--- src/rtl/iomem_gpio.sv ---
// GPIO peripheral on the picosoc iomem bus: 32-bit output register, debounced
// switch inputs with per-bit change interrupts, and a registered level irq.
module iomem_gpio #(
    parameter logic [7:0] ADDR_HI         = 8'h03,
    parameter int         DEBOUNCE_CYCLES = 50000
) (
    input  logic        clk,
    input  logic        resetn,
    input  logic        iomem_valid,
    output logic        iomem_ready,
    input  logic [3:0]  iomem_wstrb,
    input  logic [31:0] iomem_addr,
    input  logic [31:0] iomem_wdata,
    output logic [31:0] iomem_rdata,
    input  logic [7:0]  sw,
    output logic [7:0]  led,
    output logic        irq
);

    localparam logic [15:0] CNT_MAX = 16'(DEBOUNCE_CYCLES - 1);

    logic        sel;
    logic [1:0]  reg_idx;
    logic [31:0] rd_mux;
    logic [7:0]  w1c;
    logic [31:0] gpio_out;
    logic [7:0]  irq_status;
    logic [7:0]  irq_en;
    logic [7:0]  sw_p0;
    logic [7:0]  sw_p1;
    logic [7:0]  deb;
    logic [7:0]  deb_flip;
    logic [15:0] cnt [0:7];
    logic        unused_addr;

    function automatic logic [31:0] merge_bytes(input logic [31:0] old_val,
                                                input logic [31:0] new_val,
                                                input logic [3:0]  strb);
        logic [31:0] res;
        res = old_val;
        for (int b = 0; b < 4; b++)
            if (strb[b]) res[b*8 +: 8] = new_val[b*8 +: 8];
        return res;
    endfunction

    // Ready blocks re-selection, so at most one transaction every two cycles.
    assign sel         = iomem_valid & ~iomem_ready & (iomem_addr[31:24] == ADDR_HI);
    assign reg_idx     = iomem_addr[3:2];
    assign w1c         = (sel && reg_idx == 2'd2 && iomem_wstrb[0]) ? iomem_wdata[7:0] : 8'h00;
    assign led         = gpio_out[7:0];
    assign unused_addr = ^{iomem_addr[23:4], iomem_addr[1:0]};

    always_comb begin
        rd_mux = 32'h0;
        case (reg_idx)
            2'd0: rd_mux = gpio_out;
            2'd1: rd_mux = {24'h0, deb};
            2'd2: rd_mux = {24'h0, irq_status};
            2'd3: rd_mux = {24'h0, irq_en};
            default: rd_mux = 32'h0;
        endcase
    end

    always_comb begin
        deb_flip = 8'h00;
        for (int i = 0; i < 8; i++)
            deb_flip[i] = (sw_p1[i] != deb[i]) && (cnt[i] == CNT_MAX);
    end

    // Bus stage: read data captures the pre-write value on the same edge as the write.
    always_ff @(posedge clk or negedge resetn) begin
        if (!resetn) begin
            iomem_ready <= 1'b0;
            iomem_rdata <= 32'h0;
            gpio_out    <= 32'h0;
            irq_en      <= 8'h00;
        end else begin
            iomem_ready <= sel;
            if (sel) begin
                iomem_rdata <= rd_mux;
                if (reg_idx == 2'd0)
                    gpio_out <= merge_bytes(gpio_out, iomem_wdata, iomem_wstrb);
                if (reg_idx == 2'd3 && iomem_wstrb[0])
                    irq_en <= iomem_wdata[7:0];
            end
        end
    end

    // Synchronizer (sw_p0 -> sw_p1) then per-bit stability counter.
    always_ff @(posedge clk or negedge resetn) begin
        if (!resetn) begin
            sw_p0 <= 8'h00;
            sw_p1 <= 8'h00;
            deb   <= 8'h00;
            for (int i = 0; i < 8; i++) cnt[i] <= 16'h0;
        end else begin
            sw_p0 <= sw;
            sw_p1 <= sw_p0;
            for (int i = 0; i < 8; i++) begin
                if (sw_p1[i] == deb[i]) begin
                    cnt[i] <= 16'h0;
                end else if (deb_flip[i]) begin
                    deb[i] <= sw_p1[i];
                    cnt[i] <= 16'h0;
                end else begin
                    cnt[i] <= cnt[i] + 16'd1;
                end
            end
        end
    end

    // A debounced change sets status on the same edge; a coincident clear loses.
    always_ff @(posedge clk or negedge resetn) begin
        if (!resetn) begin
            irq_status <= 8'h00;
            irq        <= 1'b0;
        end else begin
            irq_status <= (irq_status & ~w1c) | deb_flip;
            irq        <= |(irq_status & irq_en);
        end
    end

endmodule

--- config.mk ---
export PLATFORM = sky130hd
export DESIGN_NAME = iomem_gpio
export DESIGN_NICKNAME = d
export VERILOG_FILES = /design/src/rtl/iomem_gpio.sv
export SDC_FILE = /design/constraint.sdc
export NUM_CORES = 1
export LEC_CHECK = 0
export ABC_CLOCK_PERIOD_IN_PS = 2100
export CORE_ASPECT_RATIO = 1.75
export CORE_UTILIZATION = 53
export CTS_BUF_LIST = sky130_fd_sc_hd__clkbuf_4
export DETAILED_ROUTE_END_ITERATION = 12
export PLACE_DENSITY_LB_ADDON = 0.08
export SYNTH_ARGS = -nofsm -noshare
export SYNTH_HDL_FRONTEND = slang
export SYNTH_SLANG_ARGS = --single-unit
--- constraint.sdc ---
create_clock -name clk -period 2.1 [get_ports clk]
set_clock_uncertainty 0.05 [all_clocks]
set_input_delay 0.315 -clock clk [delete_from_list [all_inputs] [get_ports clk]]
set_output_delay 0.315 -clock clk [all_outputs]
set_load 0.1 [all_outputs]
==> results of run 1 <==
[per-layer routing]
metal,vias up,global-route usage,share of wire
met5,-,0,0
met4,0,0.0922,0.025
met3,42,0.0584,0.059
met2,170,0.410,0.53
met1,3729,0.260,0.38
li1,3715,-,-
[cell families after synthesis]
logic type               synth area share
multiplexers                       0.0694
AO/OA/AOI/OAI                      0.0180
flip-flops                          0.561
AND/OR/NAND/NOR                     0.214
buffers and inverters              0.0266
XOR/XNOR                            0.101
adder cells (fa/ha/maj)           0.00959
[worst max-delay path by stage]
stage	end	start	cells after the start	slack [ns]
global route	deb[4]	cnt[61]	4	0.005
finish	deb[4]	cnt[61]	4	0.12
CTS	deb[4]	cnt[60]	4	0.08
global placement	gpio_out[2]	iomem_addr[25]	7	-0.05
floorplan	gpio_out[0]	iomem_ready	6	0.03
detailed placement	gpio_out[2]	iomem_addr[25]	7	-0.07
[per-stage QoR]
stage               utilization  area (um^2)  setup TNS (ns)  cells  worst slack, ns
floorplan                     -        10400               0    972           0.0258
global placement          0.617        11800          -0.890   1323          -0.0484
detailed placement        0.617        11800           -1.10   1323          -0.0653
CTS                       0.654        12600               0   1418           0.0776
global route              0.654        12600               0   1419          0.00471
finish                    0.654        12600               0   1419            0.122
[critical path: cells and delay by family, from the launching register on]
kind          cells  cell delay (ns)
simple gates      3             1.06
flops             1             0.41
mux               1             0.34
[synth_stat cells (2+ instances only)]
library cell / instances / area (um^2)
sky130_fd_sc_hd__a22o_1: 3 / 26.3
sky130_fd_sc_hd__a22oi_1: 4 / 30.0
sky130_fd_sc_hd__and3_1: 8 / 50.1
sky130_fd_sc_hd__and4b_1: 2 / 20.0
sky130_fd_sc_hd__buf_1: 3 / 11.3
sky130_fd_sc_hd__buf_2: 6 / 30.0
sky130_fd_sc_hd__buf_4: 8 / 60.1
sky130_fd_sc_hd__buf_6: 2 / 22.5
sky130_fd_sc_hd__clkbuf_1: 14 / 52.6
sky130_fd_sc_hd__dfrtp_1: 234 / 5860
sky130_fd_sc_hd__ha_1: 8 / 100
sky130_fd_sc_hd__inv_1: 26 / 97.6
sky130_fd_sc_hd__mux2_2: 46 / 518
sky130_fd_sc_hd__mux4_2: 8 / 180
sky130_fd_sc_hd__nand2_1: 101 / 379
sky130_fd_sc_hd__nand2b_1: 3 / 18.8
sky130_fd_sc_hd__nand3_1: 80 / 400
sky130_fd_sc_hd__nand4_1: 39 / 244
sky130_fd_sc_hd__nor2_1: 148 / 556
sky130_fd_sc_hd__nor3_1: 29 / 145
sky130_fd_sc_hd__nor4_1: 39 / 244
sky130_fd_sc_hd__nor4b_1: 4 / 35.0
sky130_fd_sc_hd__nor4bb_1: 7 / 70.1
sky130_fd_sc_hd__o21ai_0: 10 / 50.1
sky130_fd_sc_hd__o41ai_2: 2 / 32.5
sky130_fd_sc_hd__or3_1: 2 / 12.5
sky130_fd_sc_hd__or4_1: 3 / 22.5
sky130_fd_sc_hd__xnor2_1: 100 / 876
sky130_fd_sc_hd__xor2_1: 21 / 184
[sequential cells by signal, indices dropped and copies added, names as in the netlist, 8 cells and up]
register	count
deb	8
iomem_rdata	32
gpio_out	32
cnt	128
irq_status	8
sw_p0	8
irq_en	8
sw_p1	8
[repair_timing]
item                                   CTS  global route
setup endpoints to repair                0             1
endpoints found under the hold margin  240             0
hold buffers                             7             0
gates resized for setup                  0             1
[power breakdown]
part           leakage (nW)  internal, mW  switching [mW]
Combinational          2.05         0.209           0.257
Sequential             3.18          4.57          0.0554
Clock                 0.386          1.77            1.71
[layout make-up]
cell class | instances | area share
Multi-Input combinational cell | 678 | 0.344
Sequential cell | 234 | 0.466
Tap cell | 241 | 0.0240
Inverter | 27 | 0.00807
Antenna cell | 1 | 0.000199
Timing Repair Buffer | 150 | 0.107
Clock inverter | 12 | 0.00588
Clock buffer | 76 | 0.0454
==> reports/results.ini, run 1 <==
[grt]
grt_antenna_before_repair=1
grt_first_pass_wirelength_mm=37.3
grt.total_usage=0.231
grt_max_degree=60
global_route.overflow_total=0
first_global_vias=7948

[min_path]
worst_hold_path.num_cells=1
min_delay_worst_endpoint=sw_p0[4]
hold_path_startpoint=sw[4]
hold_path.class=input port to flop

[clocking]
cts.path.max_buffers=3
tritoncts.num_buffers=56
cts_sinks=234
clock-root-buffer=sky130_fd_sc_hd__clkbuf_4
worst_setup_hold_path_clk_slew_ns=0.07
ctsHtreeMaxLevel=2
buffers_inserted_during_post_cts_setup_optimization=0
cts_tree=built
worst_skew_pair.late_latency_ns=0.67

[critical_path]
end_kind=flop
timing.critical_path.slowest_cell_delay_ns=0.59
timing.setup.critical_path_class=flop to flop
worstPathMaxFanout=3
ff2ff_path_depth=4
worstReg2RegStart=cnt[61]
crit_path_top_delay_cell=sky130_fd_sc_hd__or4_1
crit_required_ns=2.59
cp-start-kind=flop
rr_endpoint=deb[4]
timing.reg2reg.setup_slack_ns=0.12
worstPathCellList=nor4_2 > nand3_1 > or4_1 > mux2_1
critPathArrivalTime_ns=2.46

[logic_synthesis]
synthesis.area_per_instance_um2=10.7
number_of_flops_mapped_to_enable_cells_by_yosys=0
post_synth_num_cell_types=41
async_flop_share=1.00
netlist_area_mm2=0.0104
fraction_of_the_yosys_area_taken_by_sequential_cells=0.561
yosysWarnings=0
ys_seq_elements=234
syn-instance-count=972
ys_dominant_reg_cell=sky130_fd_sc_hd__dfrtp_1
synth_nets=1059

[status]
outcome=finished, final reports clean

[timing]
achievable_frequency_mhz=506
fin_crit_sh=0.942
max-slew-margin-rel=0.719
report.final.hold_viol_count=0
worstMarginPinSlew_ns=0.422
final_period_minus_worst_setup_slack_ns=1.98
setup_viol=0
hold-worst-slack_ns=0.0582
drv_slew=0
rsz0062_at_grt=false

[floorplanning]
die_area_mm2=0.0203
floorplan.die.width_um=108
rows=67
dieHeight_um=188
core_region_mm2=0.0192
initial_utilization=0.544
floorplan.io_pins=121

[routing]
route.detailed.vias_per_inst=5.40
route.antenna.remaining_nets=0
first_pass_iters=4
number_of_design_rule_violations_left_by_the_first_detailed_router_iteration=306
route.final.wire_length_mm=22.0
dr_total_vias=7656
drc=0
drt_wl_cell_um=15.5

[power]
worst_ir_drop_vdd_v=0.000767
pwr_density_cell_mw_per_mm2=682
design_power_total_mw=8.57
leakagePower_nw=5.62

[finish]
multiInputGateArea_mm2=0.00432
sequential_cell_area_mm2=0.00586
drive_gt1_frac=0.195
area_delta_synth_final_pct=20.3
mostFrequentLayoutCell=sky130_fd_sc_hd__dfrtp_1
final.fill_count=1602
nNetsFinal=1234
layout.cells.most_common_list=sky130_fd_sc_hd__dfrtp_1, sky130_fd_sc_hd__nor2_1, sky130_fd_sc_hd__nand2_1

[place]
place.gp.congestion=0.802
dp_hpwl_mm=15.4
io_buffers=98

[job]
max-cap-violations=0

No activity file was read; power rests on OpenSTA's default activity.
==> run 2, diff against run 1 <==
--- a/config.mk
+++ b/config.mk
@@ -8,7 +8,7 @@
 export ABC_CLOCK_PERIOD_IN_PS = 2100
 export CORE_ASPECT_RATIO = 1.75
 export CORE_UTILIZATION = 53
-export CTS_BUF_LIST = sky130_fd_sc_hd__clkbuf_4
+export CTS_BUF_LIST = sky130_fd_sc_hd__clkbuf_2
 export DETAILED_ROUTE_END_ITERATION = 12
 export PLACE_DENSITY_LB_ADDON = 0.08
 export SYNTH_ARGS = -nofsm -noshare
==> reports/results.ini, run 2 (synthesis results as in run 1) <==
[finish]
sequential_cell_area_mm2=0.00586
multiInputGateArea_mm2=0.00432
largest_reg_flops=128
registers.top_by_ff_count=cnt
drive_gt1_frac=0.200
nNetsFinal=1251
fin_util=0.656
final.fill_count=1618
mostFrequentLayoutCell=sky130_fd_sc_hd__dfrtp_1
layout.cells.most_common_list=sky130_fd_sc_hd__dfrtp_1, sky130_fd_sc_hd__nor2_1, sky130_fd_sc_hd__nand2_1
layout_top_registers=cnt x128, gpio_out x32, iomem_rdata x32
area_delta_synth_final_pct=20.6

[routing]
dr.max_layer_used=met4
met3_wirelength_mm=1.24
first_pass_iters=4
drt_wl_cell_um=15.4
route.antenna.remaining_nets=0
met2WireLength_mm=11.8
route.detailed.vias_per_inst=5.36
met1Wirelength_mm=8.72
number_of_design_rule_violations_left_by_the_first_detailed_router_iteration=286
route.final.wire_length_mm=22.4
dr_total_vias=7762
drc=0

[grt]
grt.total_usage=0.233
grt_max_degree=60
grt_first_pass_wirelength_mm=37.6
grt_antenna_before_repair=1
first_global_vias=7976
global_route.overflow_total=0

[critical_path]
timing.critical_path.slowest_cell_delay_ns=0.53
end_kind=flop
crit_buf_inv=0
cp_num_cells=5
crit_path_top_delay_cell=sky130_fd_sc_hd__or4_1
ff2ff_path_depth=5
worstPathMaxFanout=4
worstPathCellList=ha_1 > nand3_1 > or4_1 > nor2_1 > mux2_2
critPathArrivalTime_ns=2.62
timing.setup.critical_path_class=flop to flop
crit_family=simple AND/OR/NAND/NOR gates
crit_required_ns=2.75
cp-start-kind=flop

[timing]
setup_viol=0
fin_crit_sh=0.939
report.final.hold_viol_count=0
rsz0062_at_grt=false
drv_slew=0
worstMarginPinSlew_ns=0.424
final_period_minus_worst_setup_slack_ns=1.97
achievable_frequency_mhz=507
max-slew-margin-rel=0.717
fin_ws_ns=0.127
hold-worst-slack_ns=0.0896
setup_total_negative_slack_ns=0

[floorplanning]
core_region_mm2=0.0192
rows=67
floorplan.die.width_um=108
initial_utilization=0.544
dieHeight_um=188
floorplan.io_pins=121
die_area_mm2=0.0203

[clocking]
worst_setup_hold_path_clk_slew_ns=0.11
worst_skew_pair.late_latency_ns=0.83
cts.path.max_buffers=3
tritoncts.num_buffers=54
ctsHtreeMaxLevel=2
cts_sinks=234
cts_tree=built
clock-root-buffer=sky130_fd_sc_hd__clkbuf_2

[job]
max-cap-violations=0

[status]
outcome=finished, final reports clean

[place]
pre_cts_ws_ns=-0.0653
io_buffers=98
place.gp.congestion=0.802
dp_hpwl_mm=15.4

[power]
design_power_total_mw=7.95
worst_ir_drop_vdd_v=0.000455
leakagePower_nw=5.70
pwr_density_cell_mw_per_mm2=631

[min_path]
worst_hold_path.num_cells=2
hold_path.class=input port to flop

## run 2: cell types whose count changed in the layout (fill, tap and decap cells not counted)
cell                            change
sky130_fd_sc_hd__clkinv_2           +2
sky130_fd_sc_hd__buf_4              +1
sky130_fd_sc_hd__bufinv_16          -1
sky130_fd_sc_hd__clkbuf_4          -76
sky130_fd_sc_hd__dlygate4sd3_1     +17
sky130_fd_sc_hd__clkinv_1           +1
sky130_fd_sc_hd__buf_12             +1
sky130_fd_sc_hd__clkbuf_2          +85
## run 2: where the power goes
part	total, mW	internal [mW]	switching, mW
sequential	4.62	4.57	0.0551
combinational	0.502	0.234	0.268
clock	2.83	1.07	1.76
total	7.95	5.87	2.09
## run 2: per-layer routing
| metal | GRT usage | up-vias |
|---|---|---|
| li1 | - | 3759 |
| met1 | 0.264 | 3802 |
| met2 | 0.415 | 163 |
| met3 | 0.0563 | 38 |
| met4 | 0.0901 | 0 |
| met5 | 0 | - |
## run 2: cell type report
cell class,count,area share
Timing Repair Buffer,169,0.122
Sequential cell,234,0.465
Clock inverter,14,0.00457
Clock buffer,85,0.0338
Antenna cell,1,0.000199
Multi-Input combinational cell,678,0.343
Inverter,27,0.00805
Tap cell,241,0.0239
## run 2: metrics by stage
step / area (um^2) / instances
global placement: 11800 / 1323
detailed placement: 11800 / 1323
CTS: 12600 / 1447
floorplan: 10400 / 972
finish: 12600 / 1449
global route: 12600 / 1449
## run 2: repair_timing
item	CTS	global route
buffers inserted	0	1
setup endpoints to repair	0	1
gates resized for setup	0	1
endpoints found under the hold margin	256	0
hold buffers	25	0
## run 2: final timing paths
check	startpoint	to	slack, ns
max	cnt[32]	deb[5]	0.13
max reg2reg	cnt[32]	deb[5]	0.13
min in group asynchronous	resetn	cnt[86]	0.58
min reg2reg	sw_p0[1]	sw_p1[1]	0.29
max in group asynchronous	resetn	cnt[79]	1.06
min	iomem_wdata[17]	gpio_out[17]	0.09
## run 2: worst register-to-register path, cell delays in order, from the launching register on
cell                      delay [ns]
sky130_fd_sc_hd__dfrtp_1        0.42
sky130_fd_sc_hd__ha_1           0.20
sky130_fd_sc_hd__nand3_1        0.12
sky130_fd_sc_hd__or4_1          0.54
sky130_fd_sc_hd__nor2_1         0.19
sky130_fd_sc_hd__mux2_2         0.35
